<file path="config.mk">
export PLATFORM = sky130hd
export DESIGN_NAME = rcu_sda_transmitter
export DESIGN_NICKNAME = d
export VERILOG_FILES = /design/src/rtl/rcu_bus_pkg.sv /design/src/rtl/rcu_bus_edge_det.sv /design/src/rtl/rcu_sda_transmitter.sv
export SDC_FILE = /design/constraint.sdc
export NUM_CORES = 1
export LEC_CHECK = 0
export BUFFER_PORTS_ARGS = -buffer_cell sky130_fd_sc_hd__buf_4
export CORE_MARGIN = 2
export CORE_UTILIZATION = 55
export CTS_CLUSTER_DIAMETER = 120
export DETAILED_ROUTE_END_ITERATION = 8
export PLACE_DENSITY = 0.88
export SLEW_MARGIN = 20
export SYNTH_ARGS = -nofsm -noshare
export SYNTH_HDL_FRONTEND = slang
export SYNTH_HIERARCHICAL = 1
export SYNTH_SLANG_ARGS = --single-unit
</file>
<file path="constraint.sdc">
create_clock -name clk_40m -period 2.1 [get_ports clk_40m]
set_input_delay 0.42 -clock clk_40m [delete_from_list [all_inputs] [get_ports clk_40m]]
set_output_delay 0.42 -clock clk_40m [all_outputs]
set_load 0.01 [all_outputs]
</file>
<file path="src/rtl/rcu_bus_pkg.sv">
// Shared definitions for the RCU serial-bus transmit/receive paths.
package rcu_bus_pkg;

    localparam int BITS_PER_BYTE = 8;
    localparam int BIT_CNT_W     = 3;

    typedef enum logic [1:0] {
        IDLE      = 2'd0,
        SHIFT     = 2'd1,
        ACK       = 2'd2,
        WAIT_FALL = 2'd3
    } tx_state_t;

    // True on the bit count of the final data bit of a byte.
    function automatic logic last_bit(input logic [BIT_CNT_W-1:0] cnt);
        return cnt == BIT_CNT_W'(BITS_PER_BYTE - 1);
    endfunction

endpackage

</file>
<file path="src/rtl/rcu_bus_edge_det.sv">
// SCL edge and START/STOP condition detector for the RCU bus.
// Inputs are already synchronous to clk_40m; one more register stage gives
// the previous-cycle view needed for edge detection.
module rcu_bus_edge_det (
    input  logic clk_40m,
    input  logic rst_n,
    input  logic scl,
    input  logic sda,
    input  logic sda_drive_low,
    output logic scl_fall,
    output logic scl_rise,
    output logic bus_start,
    output logic bus_stop
);

    logic scl_q;
    logic sda_q;
    logic own_edge;

    // Previous-cycle copies of the bus lines; idle bus is high.
    always_ff @(posedge clk_40m or negedge rst_n) begin
        if (!rst_n) begin
            scl_q <= 1'b1;
            sda_q <= 1'b1;
        end else begin
            scl_q <= scl;
            sda_q <= sda;
        end
    end

    // While we pull SDA low, a line value equal to our own drive is not a
    // master-generated condition and must not be reported.
    assign own_edge  = sda_drive_low & ~sda;

    assign scl_fall  = scl_q & ~scl;
    assign scl_rise  = ~scl_q & scl;
    assign bus_stop  = scl & scl_q & ~sda_q & sda & ~own_edge;
    assign bus_start = scl & scl_q & sda_q & ~sda & ~own_edge;

endmodule

</file>
<file path="src/rtl/rcu_sda_transmitter.sv">
// RCU slave read-data transmitter: shifts an NBYTES word out on SDA, MSB
// first, one bit per SCL low phase, and checks the master ACK per byte.
module rcu_sda_transmitter
    import rcu_bus_pkg::*;
#(
    parameter int NBYTES = 2
) (
    input  logic                    clk_40m,
    input  logic                    rst_n,
    input  logic                    rcu_scl,
    input  logic                    rcu_sda_in,
    input  logic                    tx_start,
    input  logic [8*NBYTES-1:0]     tx_data,
    output logic                    rcu_sda_out,
    output logic                    tx_busy,
    output logic                    tx_done,
    output logic                    tx_nack,
    output logic                    tx_abort
);

    localparam int W          = BITS_PER_BYTE * NBYTES;
    localparam int BYTE_CNT_W = (NBYTES > 1) ? $clog2(NBYTES) : 1;
    localparam logic [BYTE_CNT_W-1:0] LAST_BYTE = BYTE_CNT_W'(NBYTES - 1);

    tx_state_t              state;
    logic [W-1:0]           sreg;
    logic [BIT_CNT_W-1:0]   bit_cnt;
    logic [BYTE_CNT_W-1:0]  byte_cnt;
    logic                   more;
    logic                   scl_fall;
    logic                   scl_rise;
    logic                   bus_start;
    logic                   bus_stop;

    rcu_bus_edge_det u_edge_det (
        .clk_40m       (clk_40m),
        .rst_n         (rst_n),
        .scl           (rcu_scl),
        .sda           (rcu_sda_in),
        .sda_drive_low (~rcu_sda_out),
        .scl_fall      (scl_fall),
        .scl_rise      (scl_rise),
        .bus_start     (bus_start),
        .bus_stop      (bus_stop)
    );

    assign tx_busy = (state != IDLE);

    // Transmit FSM: SDA only changes in the cycle after an SCL fall, except
    // on abort, where it is released immediately.
    always_ff @(posedge clk_40m or negedge rst_n) begin
        if (!rst_n) begin
            state       <= IDLE;
            sreg        <= '0;
            bit_cnt     <= '0;
            byte_cnt    <= '0;
            more        <= 1'b0;
            rcu_sda_out <= 1'b1;
            tx_done     <= 1'b0;
            tx_nack     <= 1'b0;
            tx_abort    <= 1'b0;
        end else begin
            tx_done  <= 1'b0;
            tx_nack  <= 1'b0;
            tx_abort <= 1'b0;
            // A master START/STOP mid-transfer wins over any SCL edge.
            if (state != IDLE && (bus_start || bus_stop)) begin
                tx_abort    <= 1'b1;
                rcu_sda_out <= 1'b1;
                state       <= IDLE;
            end else begin
                case (state)
                    IDLE: begin
                        if (tx_start) begin
                            sreg        <= tx_data;
                            bit_cnt     <= '0;
                            byte_cnt    <= '0;
                            more        <= 1'b0;
                            rcu_sda_out <= tx_data[W-1];
                            state       <= SHIFT;
                        end
                    end
                    SHIFT: begin
                        if (scl_fall) begin
                            sreg    <= {sreg[W-2:0], 1'b0};
                            bit_cnt <= bit_cnt + BIT_CNT_W'(1);
                            if (last_bit(bit_cnt)) begin
                                rcu_sda_out <= 1'b1;
                                state       <= ACK;
                            end else begin
                                rcu_sda_out <= sreg[W-2];
                            end
                        end
                    end
                    ACK: begin
                        if (scl_rise) begin
                            state <= WAIT_FALL;
                            if (rcu_sda_in) begin
                                tx_nack <= 1'b1;
                                more    <= 1'b0;
                            end else if (byte_cnt == LAST_BYTE) begin
                                tx_done <= 1'b1;
                                more    <= 1'b0;
                            end else begin
                                byte_cnt <= byte_cnt + BYTE_CNT_W'(1);
                                more     <= 1'b1;
                            end
                        end
                    end
                    WAIT_FALL: begin
                        if (scl_fall) begin
                            if (more) begin
                                rcu_sda_out <= sreg[W-1];
                                bit_cnt     <= '0;
                                state       <= SHIFT;
                            end else begin
                                state <= IDLE;
                            end
                        end
                    end
                    default: state <= IDLE;
                endcase
            end
        end
    end

endmodule
</file>
Word level (Yosys, flattened, before mapping)
Cells that the tools add are included.

operators by class
  add/subtract/negate cells = 2
  equal/unequal tests = 16
  multiplexer cells = 42
  bitwise operators = 17
  reduce and logical (&&, ||, !) cells = 14

operators with widths
  operator             count
  $mux 16              2
  $pmux 16 s2          1
  $mux 1               24
  $ne 3x3->1 const B   6
  $reduce_and 5->1     3
  $mux 2               6
  $mux 3               4
  $ne 2x2->1 const B   6
  $and 1x1->1          10
  $pmux 3 s3           1
  $pmux 2 s4           1
  $reduce_and 4->1     2
  $not 1->1            7
  $reduce_and 6->1     1
  $reduce_bool 2->1    3
  $eq 2x2->1 const B   2
  $pmux 1 s2           2
  $reduce_bool 4->1    1
  $add 3x1->3 const B  1
  $eq 3x3->1 const B   1
  $pmux 1 s3           1
  $reduce_bool 3->1    1
  $eq 2x1->1 const B   1
  $logic_not 2->1      1
  other kinds (3)      3

word-level totals
  register bits after elaboration = 29
  input bits = 21

Depth between registers and ports, before layout
Gate-level depths: netlist of run 1.

  depth in word-level cells = 8
  depth in mapped cells = 8

By module
The synthesis of run 1 kept the hierarchy.

by module, submodules not included
  module               instances  cells an instance  area each (µm²)
  rcu_sda_transmitter  1          141                1507.7
  rcu_bus_edge_det     1          7                  96.3

Least setup slack after synthesis of run 1
OpenSTA, ideal clock, no wires.

  kind = reg-to-reg
  start = reg u_edge_det.scl_q
  end = reg bit_cnt[0]
  setup time = 0.125 ns
  arrival time = 1.673 ns
  data required time = 1.975 ns
  path slack = 0.302 ns
  stages on the path, launching flop included = 8
  path buffers = 0
  period minus slack after synthesis = 1.798 ns
  cells stage by stage = dfstp_2 nand2_1 nor3b_1 o21bai_4 inv_2 a21oi_1 nand2_1 mux2_4

on the way
  word-level cells in the longest chain between the ends = 8
  elaborated cells on any way between the ends = 14
  those cells by class = eq/ne: 2; bitwise: 9; reduce/logical: 3

RTL lines
  element                     RTL line                   text
  start: declaration          rcu_bus_edge_det.sv:16     logic scl_q;
  start signal: assignment    rcu_bus_edge_det.sv:26     scl_q <= scl;
  $and 1x1->1 (4 in a row)    rcu_bus_edge_det.sv:37     assign bus_stop = scl & scl_q & ~sda_q & sda & ~own_edge;
  named net bus_stop          rcu_sda_transmitter.sv:33  logic bus_stop;
  $logic_or 1x1->1            rcu_sda_transmitter.sv:67  if (state != IDLE && (bus_start || bus_stop)) begin
  $logic_and 1x1->1           rcu_sda_transmitter.sv:67
  $not 1->1 (no line)         n/a
  $reduce_and 6->1 (no line)  n/a
  end signal: assignment      rcu_sda_transmitter.sv:86  bit_cnt <= bit_cnt + BIT_CNT_W'(1);
  end: declaration            rcu_sda_transmitter.sv:27  logic [BIT_CNT_W-1:0] bit_cnt;

The timed path passes the listed nets, and every way through them passes these cells.
A chain may end at the register's enable or synchronous reset.

Worst setup path in the final report of run 1
  start = reg u_edge_det.scl_q
  end = reg bit_cnt[0]

on the way
  word-level cells in the longest chain between the ends = 8
  elaborated cells on any way between the ends = 14
  those cells by class = eq/ne: 2; bitwise: 9; reduce/logical: 3

RTL lines
  element                     RTL line                   text
  $and 1x1->1 (4 in a row)    rcu_bus_edge_det.sv:38     assign bus_start = scl & scl_q & sda_q & ~sda & ~own_edge;
  named net bus_start         rcu_sda_transmitter.sv:32  logic bus_start;
  $logic_or 1x1->1            rcu_sda_transmitter.sv:67
  $logic_and 1x1->1           rcu_sda_transmitter.sv:67
  $not 1->1 (no line)         n/a
  $reduce_and 6->1 (no line)  n/a

The timed path passes the listed nets, and every way through them passes these cells.

==> flow_summary_export.csv, run 1 <==
group,metric,value,unit
worst_hold_path,hold_class,"primary input to async pin",
timing,min_period,1930,ps
final_layout,nets,205,
logic_synthesis,synth_simple_gate_area_share,14.5,%
clock_tree,worstSkewPairLatency,320,ps
final_layout,drive_above_1_share,34.8,%
logic_synthesis,synthTopCellsByArea,"dfrtp_1 41%, mux2i_1 10%, a21oi_2 7.6%",
place,routabilityCongestion,0.850,
logic_synthesis,synth_fp_nets,176,
logic_synthesis,synth-edff-count,0,
die,num_io_pins,26,
timing,grt_setup_unrepaired,"no",
routing,drc,0,
final_layout,final_common_cell,"buf_4",
logic_synthesis,synth_cell_types,36,
grt,grt_usage,20.0,%
routing,ant_nets,0,
clock_tree,htree_levels,2,
timing,fin_setup_tns,0,ps
timing,relSlewSlack,75.6,%
grt,grt-ovfl-total,0,
worst_setup_path,crit_type,"flip-flop to flip-flop",
logic_synthesis,synth-xor-area-share,0,%
timing,max_slew.worst_pin.slew,357,ps
timing,slew_violations,0,
worst_setup_path,critPathMaxFanout,6,
routing,drt_iter0_drc,28,
grt,grt_pass1_wl,5140,µm
clock_tree,clk_pin_slew,90,ps
logic_synthesis,avgSynthCellArea,10.8,µm²
logic_synthesis,ys_seq_area_share,45.5,%
final_layout,nFillCells,212,
final_layout,insertedDiodeCount,0,
die,fp.coreArea,2760,µm²
logic_synthesis,yosysTopAreaCell,"dfrtp_1",
grt,grt_max_degree,33,
logic_synthesis,synth-async-reset-ratio,100,%
power,powerDensity,1430,nW/µm²
worst_setup_path,cp_top_family,"simple AND/OR/NAND/NOR gates",
worst_setup_path,path_common_cell,"nand2_1",
die,fp-row-count,19,
worst_setup_path,crit_cells,7,
worst_setup_path,end_kind,"flip-flop",
worst_setup_path,startpoint_type,"flip-flop",
power,p_leak,0.877,nW
worst_setup_path,required,2310,ps
worst_setup_path,reg2reg_depth,7,
power,irDropWorstVdd,1.07,mV
die,die_w,58.0,µm
timing,min_period_over_period,91.9,%
die,dieArea,3360,µm²
logic_synthesis,synth_top_area_share,40.6,%
timing,fmax,518,MHz
worst_setup_path,cp.arrival,2140,ps
worst_setup_path,cpPeakStageDelay,540,ps
die,start_util,58.2,%
worst_setup_path,crit_buf_inv,1,
logic_synthesis,netlist_instances,148,
timing,hold_viol_final,0,
clock_tree,cts_buffers,5,
logic_synthesis,synthMuxAreaShare,11.6,%
worst_setup_path,cp_slowest_cell,"dfstp_2",
grt,grt_pass1_vias,1119,
power,design_power_total,2.70,mW
routing,drt-wirelength-per-cell,14.2,µm
clock_tree,cts_tree,"done",
timing,finalSetupViolCount,0,
clock_tree,cts_buffer_depth,2,
clock_tree,root_buffer,"clkbuf_4",
routing,drt_pass1_iterations,4,
logic_synthesis,synth-adder-area-share,5.46,%
status,status,"finished clean",
final_layout,area_delta_synth_final,18.0,%
logic_synthesis,yosysWarnings,6,
logic_synthesis,ys.flop_type,"dfrtp_1",
timing,clock-skew-final,8.60,ps
final_layout,mostFrequentLayoutCells,"27 x buf_4, 26 x dfrtp_1, 17 x nor2_1",
routing,num_vias,1159,
clock_tree,holdBufCountCts,0,
logic_synthesis,synth_top_family_by_area,"compound AO/OA/AOI/OAI gates",
logic_synthesis,synth.ff_latch_count,29,
routing,wirelength,2960,µm
worst_setup_path,crit_chain,"nand2_1 > nor4b_2 > o21bai_4 > inv_2 > a21oi_1 > nand2_1 > mux2_4",
grt,antenna_found_initial,0,
place,dp_hpwl,2220,µm
routing,routed_via_density,5.55,
clock_tree,cts_sinks,29,
logic_synthesis,netlist_area,1600,µm²
die,die_h,58.0,µm
logic_synthesis,synth_compound_area_share,17.9,%
run,drv_cap,0,
place,numPortBuffers,25,
-- per-layer routing --
| layer | track usage (%) | up-vias | wire length (µm) |
|---|---|---|---|
| met2 | 31.7 | 16 | 1470 |
| met4 | 5.98 | 0 | 36 |
| met5 | 0 | - | 0 |
| li1 | - | 584 | - |
| met1 | 27.6 | 554 | 1370 |
| met3 | 4.69 | 5 | 84 |
-- synth_stat cells, types with 2 or more instances --
cell type	count
buf_4	2
and3_1	3
nand3_1	6
mux2i_1	16
a21oi_1	5
a22o_1	2
buf_6	2
dfstp_2	3
nor3_1	2
nor2_1	17
nand2b_1	4
nor3b_1	3
a21oi_2	14
o2111ai_1	2
ha_1	7
nand2_1	4
dfrtp_1	26
o21ai_0	4
and2b_2	2
inv_1	8
-- per-stage QoR --
| step | hold WS [ps] | cells | area (µm²) | util, % | setup slack, ps |
|---|---|---|---|---|---|
| detailed placement | 363 | 201 | 1820 | 65.9 | 156 |
| floorplan | 124 | 148 | 1600 | - | 302 |
| global placement | 356 | 201 | 1820 | 65.9 | 215 |
| finish | 1.52 | 209 | 1890 | 68.6 | 169 |
| global route | 9.76 | 209 | 1890 | 68.6 | 13.7 |
| CTS | 0.526 | 209 | 1890 | 68.5 | 147 |
-- repair_timing --
item | 4_1_cts | 5_1_grt
setup endpoints to repair | 0 | 1
hold endpoints to repair | 0 | 0
buffers inserted | 0 | 0
gates resized for setup | 0 | 1
-- area by class of cell --
class	count	area, µm²	area share [%]
multi-input cells	104	798	42.2
flip-flops and latches	29	729	38.5
repair buffers	28	223	11.8
clock buffers	7	65.1	3.44
well taps	31	38.8	2.05
clock inverters	1	5.00	0.264
inverters	9	33.8	1.78
-- registers in the layout (all words and copies together) (netlist names) --
register,cells
sreg,16
bit_cnt,3
state,2
byte_cnt,1
more,1
rcu_sda_out,1
tx_abort,1
tx_done,1
tx_nack,1
u_edge_det/scl_q,1
u_edge_det/sda_q,1
-- cells by family after synthesis --
logic type | Yosys count
AOI/OAI and AO/OA | 35
and+or+nand+nor | 44
DFF | 29
buffers and inverters | 15
muxes | 18
adders and majority gates | 7
-- power by group --
part	total (mW)	internal, mW	switching [mW]
registers	0.935	0.788	0.147
logic	1.38	0.634	0.748
clock network	0.383	0.194	0.189
-- worst paths after layout --
| kind | slack [ps] | end | startpoint |
|---|---|---|---|
| min in group clk_40m | 220 | u_edge_det/scl_q | rcu_scl |
| max in group asynchronous | 1790 | u_edge_det/scl_q | rst_n |
| max | 170 | bit_cnt[0] | u_edge_det/scl_q |
| min reg2reg | 520 | sreg[9] | sreg[9] |
| min | 2 | sreg[1] | rst_n |
| max reg2reg | 170 | bit_cnt[0] | u_edge_det/scl_q |
Power figures use the tool's default switching activity.
==> run 2, diff against run 1 <==
--- a/config.mk
+++ b/config.mk
@@ -7,10 +7,10 @@
 export LEC_CHECK = 0
 export BUFFER_PORTS_ARGS = -buffer_cell sky130_fd_sc_hd__buf_4
 export CORE_MARGIN = 2
-export CORE_UTILIZATION = 55
+export CORE_UTILIZATION = 40
 export CTS_CLUSTER_DIAMETER = 120
 export DETAILED_ROUTE_END_ITERATION = 8
-export PLACE_DENSITY = 0.88
+export PLACE_DENSITY = 0.72
 export SLEW_MARGIN = 20
 export SYNTH_ARGS = -nofsm -noshare
 export SYNTH_HDL_FRONTEND = slang
==> constraint.sdc (replaced) <==
create_clock -name clk_40m -period 1.69 [get_ports clk_40m]
set_input_delay 0.338 -clock clk_40m [delete_from_list [all_inputs] [get_ports clk_40m]]
set_output_delay 0.338 -clock clk_40m [all_outputs]
set_load 0.01 [all_outputs]
==> flow_summary_export.csv, run 2 (same netlist as run 1, synthesis figures left out) <==
group,metric,value,unit
status,status,"finished with violations",
status,violations,"setup timing",
final_layout,regMostFlops,"sreg",
final_layout,drive_above_1_share,57.0,%
worst_setup_path,crit_chain,"nand2_4 > nor4b_4 > o21bai_4 > inv_4 > a211oi_4 > buf_12 > clkbuf_16 > nor2_2 > a21oi_2",
worst_setup_path,crit_buf_inv,3,
timing,hold_viol_final,0,
final_layout,postLayoutCoreUtil,60.2,%
grt,grt-ovfl-total,0,
worst_setup_path,end_kind,"flip-flop",
die,fp.coreArea,3940,µm²
power,irDropWorstVdd,0.931,mV
worst_setup_path,required,1850,ps
clock_tree,cts_buffer_depth,2,
timing,grt_setup_unrepaired,"yes",
die,die_h,67.3,µm
place,postPlaceCellArea,1970,µm²
place,dp_hpwl,2560,µm
final_layout,reg_top3,"sreg x16, bit_cnt x3, state x2",
worst_setup_path,cp.arrival,1990,ps
final_layout,largest_reg_flops,16,
timing,min_period_over_period,108,%
routing,drt-wirelength-per-cell,16.8,µm
routing,ant_nets,0,
timing,finalWorstSetupSlack,-143,ps
clock_tree,htree_levels,2,
power,powerDensity,1940,nW/µm²
final_layout,nets,228,
clock_tree,clk_pin_slew,70,ps
worst_setup_path,startpoint_type,"flip-flop",
grt,grt_usage,18.4,%
worst_setup_path,critPathMaxFanout,8,
die,fp-row-count,23,
die,dieArea,4530,µm²
final_layout,mostFrequentLayoutCells,"44 x buf_4, 26 x dfrtp_1, 15 x mux2i_1",
timing,hold-worst-slack,189,ps
worst_setup_path,cp_slowest_cell,"dfstp_2",
routing,drc,0,
clock_tree,cts_sinks,29,
timing,slew_violations,0,
routing,routed_via_density,5.31,
place,numPortBuffers,25,
worst_setup_path,cpPeakStageDelay,560,ps
timing,fmax,546,MHz
power,p_leak,1.04,nW
timing,max_slew.worst_pin.slew,364,ps
die,start_util,40.7,%
place,dp_worst_setup_slack,-104,ps
routing,drt_iter0_drc,50,
final_layout,insertedDiodeCount,0,
grt,antenna_found_initial,0,
clock_tree,cts_buffers,5,
routing,drt_pass1_iterations,4,
worst_setup_path,crit_type,"flip-flop to flip-flop",
final_layout,area_delta_synth_final,47.9,%
clock_tree,worstSkewPairLatency,280,ps
clock_tree,cts_tree,"done",
timing,relSlewSlack,75.7,%
worst_setup_path,cp_top_family,"flip-flops",
routing,num_vias,1327,
grt,grt_max_degree,30,
grt,grt_pass1_wl,6020,µm
final_layout,final_common_cell,"buf_4",
final_layout,final_area,2370,µm²
timing,min_period,1830,ps
place,routabilityCongestion,0.882,
die,num_io_pins,26,
die,die_w,67.3,µm
grt,grt_pass1_vias,1307,
worst_hold_path,hold_class,"primary input to flip-flop",
timing,clock-skew-final,9.04,ps
run,drv_cap,0,
clock_tree,root_buffer,"clkbuf_8",
routing,wirelength,4200,µm
timing,finalSetupViolCount,17,
-- run 2: worst register-to-register path, delay by kind of cell (launching register included) --
family	cells	cell delay [ps]
buf+inv	3	420
flops	1	560
simple gates	3	550
compound gates	3	200
-- run 2: path summary, 6_finish.rpt --
check	from	to	slack [ps]	cells past startpoint
max in group asynchronous	rst_n	rcu_sda_out	860	2
setup / recovery	u_edge_det/scl_q	sreg[13]	-140	9
hold reg to reg	bit_cnt[1]	bit_cnt[1]	520	1
min in group asynchronous	rst_n	bit_cnt[1]	510	2
setup reg to reg	u_edge_det/scl_q	sreg[13]	-140	9
hold / removal	rcu_scl	u_edge_det/scl_q	190	1
-- run 2: where the power goes --
part | switching (mW) | internal (mW)
clock | 0.260 | 0.322
sequential | 0.238 | 0.982
combinational | 1.38 | 1.43
-- run 2: routing by layer --
metal	track usage [%]	wire, µm
met5	0	0
met4	11.5	137
met3	4.83	119
met2	30.3	2180
met1	21.4	1770
-- run 2: area by class of cell --
type,instances,area (µm²)
inverter,9,36.3
fill,280,1570
sequential,29,729
tap,50,62.6
clock buffer,7,86.3
timing repair buffer,51,464
multi-input combinational,104,993
-- run 2: through the flow --
step / setup TNS [ps] / instances / total power, mW
3_5_place_dp: -319 / 235 / 3.14
6_report: -1940 / 250 / 4.61
4_1_cts: -401 / 245 / 3.97
2_1_floorplan: -65.8 / 148 / 2.54
5_1_grt: -2800 / 250 / 4.89
3_3_place_gp: -59.9 / 235 / 3.03
-- run 2: what timing repair did --
item / CTS / global route
endpoints found under the hold margin: 26 / 0
resized for setup: 14 / 39
pin swaps: 4 / 9
cloned: 1 / 1
hold buffers: 1 / 0
buffers inserted: 1 / 6
endpoints found under the setup margin: 24 / 25
==> run 3, diff against run 2 <==
--- a/config.mk
+++ b/config.mk
@@ -6,7 +6,6 @@
 export NUM_CORES = 1
 export LEC_CHECK = 0
 export BUFFER_PORTS_ARGS = -buffer_cell sky130_fd_sc_hd__buf_4
-export CORE_MARGIN = 2
 export CORE_UTILIZATION = 40
 export CTS_CLUSTER_DIAMETER = 120
 export DETAILED_ROUTE_END_ITERATION = 8
==> flow_summary_export.csv, run 3 (same netlist as run 1, synthesis figures left out) <==
group,metric,value,unit
status,status,"finished with violations",
status,violations,"setup timing",
grt,grt_pass1_wl,5610,µm
timing,min_period_over_period,102,%
timing,hold-worst-slack,196,ps
routing,wirelength,3590,µm
final_layout,mostFrequentLayoutCells,"42 x buf_4, 26 x dfrtp_1, 15 x mux2i_1",
clock_tree,clk_pin_slew,60,ps
power,irDropWorstVdd,1.10,mV
grt,grt-ovfl-total,0,
clock_tree,cts_buffers,5,
die,num_io_pins,26,
timing,relSlewSlack,75.6,%
worst_setup_path,cpPeakStageDelay,560,ps
timing,hold_viol_final,0,
grt,grt_usage,17.6,%
worst_setup_path,startpoint_type,"flip-flop",
die,dieArea,4270,µm²
routing,drt-wirelength-per-cell,14.7,µm
clock_tree,cts_tree,"done",
die,start_util,42.8,%
place,numPortBuffers,25,
grt,grt_max_degree,33,
clock_tree,worstSkewPairLatency,280,ps
worst_setup_path,critPathMaxFanout,4,
clock_tree,cts_buffer_depth,2,
routing,ant_nets,0,
die,fp-row-count,22,
die,die_w,65.3,µm
worst_setup_path,end_kind,"flip-flop",
final_layout,nets,223,
place,dp_hpwl,2450,µm
timing,slew_violations,0,
worst_hold_path,hold_path_end,"u_edge_det/scl_q",
timing,max_slew.worst_pin.slew,366,ps
place,routabilityCongestion,0.849,
run,drv_cap,0,
worst_hold_path,hold_class,"primary input to flip-flop",
power,p_leak,1.01,nW
clock_tree,htree_levels,2,
final_layout,area_delta_synth_final,42.4,%
power,powerDensity,1910,nW/µm²
clock_tree,cts_sinks,29,
final_layout,drive_above_1_share,55.1,%
timing,finalSetupViolCount,3,
routing,num_vias,1244,
final_layout,largest_reg_flops,16,
routing,drt_iter0_drc,29,
timing,clock-skew-final,3.61,ps
worst_setup_path,cp.arrival,1890,ps
worst_setup_path,cp_slowest_cell,"dfstp_2",
worst_hold_path,hold_depth,1,
grt,grt_pass1_vias,1200,
die,fp.coreArea,3740,µm²
place,dp.cells,233,
worst_setup_path,reg2reg_depth,7,
routing,routed_via_density,5.10,
final_layout,final_common_cell,"buf_4",
routing,drc,0,
worst_setup_path,r2r_start,"u_edge_det/scl_q",
final_layout,insertedDiodeCount,0,
final_layout,postLayoutCoreUtil,61.0,%
final_layout,reg_top3,"sreg x16, bit_cnt x3, state x2",
worst_setup_path,required,1860,ps
timing,fmax,580,MHz
grt,antenna_found_initial,0,
worst_setup_path,reg2reg_setup_slack,-30,ps
final_layout,regMostFlops,"sreg",
die,die_h,65.3,µm
worst_setup_path,r2r_end,"bit_cnt[0]",
worst_hold_path,min_from,"rcu_scl",
timing,min_period,1720,ps
place,dp_worst_setup_slack,-96.8,ps
worst_setup_path,crit_type,"flip-flop to flip-flop",
timing,grt_setup_unrepaired,"yes",
clock_tree,root_buffer,"clkbuf_8",
worst_setup_path,crit_chain,"nand2_4 > nor4b_4 > o21bai_4 > inv_4 > a21oi_4 > nand2_2 > mux2_4",
timing,finalWorstSetupSlack,-34.3,ps
final_layout,final-instance-count-excl-fill,244,
routing,drt_pass1_iterations,4,
==> run 3: changes by cell type in the layout (fill, tap and decap cells not counted), sizes merged <==
cell | previous run | this run
buf | 49 | 44
bufinv | 0 | 1
==> run 3: layer usage <==
metal | wire (µm) | vias to the layer above | global-route usage, %
li1 | - | 616 | -
met2 | 1810 | 18 | 28.9
met4 | 57 | 0 | 8.15
met3 | 65 | 7 | 3.13
met1 | 1660 | 603 | 22.4
met5 | 0 | - | 0
==> run 3: report_power, final <==
group | leakage (nW) | total (mW) | internal (mW) | switching, mW
sequential | 0.341 | 1.18 | 0.982 | 0.199
combinational | 0.611 | 2.45 | 1.22 | 1.23
clock | 0.0585 | 0.738 | 0.480 | 0.258
==> run 3: worst max-delay path, delay by kind of cell (launching register included) <==
| kind | cells | cell delay, ps |
|---|---|---|
| buffers and inverters | 1 | 90 |
| AND/OR/NAND/NOR | 3 | 490 |
| AO/OA/AOI/OAI | 2 | 160 |
| multiplexers | 1 | 290 |
| flip-flops | 1 | 560 |
==> run 3: what timing repair did <==
item	4_1_cts	5_1_grt
pin swaps	3	7
setup endpoints to repair	8	25
buffers inserted	1	0
gates cloned	0	1
hold buffers	1	0
endpoints found under the hold margin	26	0
resized for setup	9	30
==> run 3: how the worst max path moves through the flow <==
stage,start,slack (ps),to,cells after the start
6_report,u_edge_det/scl_q,-30,bit_cnt[0],7
5_1_grt,u_edge_det/scl_q,-100,bit_cnt[0],7
3_3_place_gp,state[1],-50,more,6
2_1_floorplan,u_edge_det/scl_q,-70,bit_cnt[0],7
4_1_cts,u_edge_det/scl_q,0.2,bit_cnt[0],7
3_5_place_dp,state[0],-100,state[0],6
==> run 3: per-stage QoR <==
step	TNS, ps	total power [mW]	instance area, µm²
global route	-1000	4.66	2280
floorplan	-65.8	2.54	1620
detailed placement	-252	3.14	1970
global placement	-81.9	3.06	1970
finish	-50.0	4.37	2280
CTS	0	3.97	2120
==> run 3: cell type report <==
cell class	instances	area, µm²
Multi-Input combinational cell	104	960
Clock buffer	7	86.3
Sequential cell	29	729
Clock inverter	1	30.0
Inverter	9	36.3
Timing Repair Buffer	46	382
Fill cell	314	1460
Tap cell	48	60.1
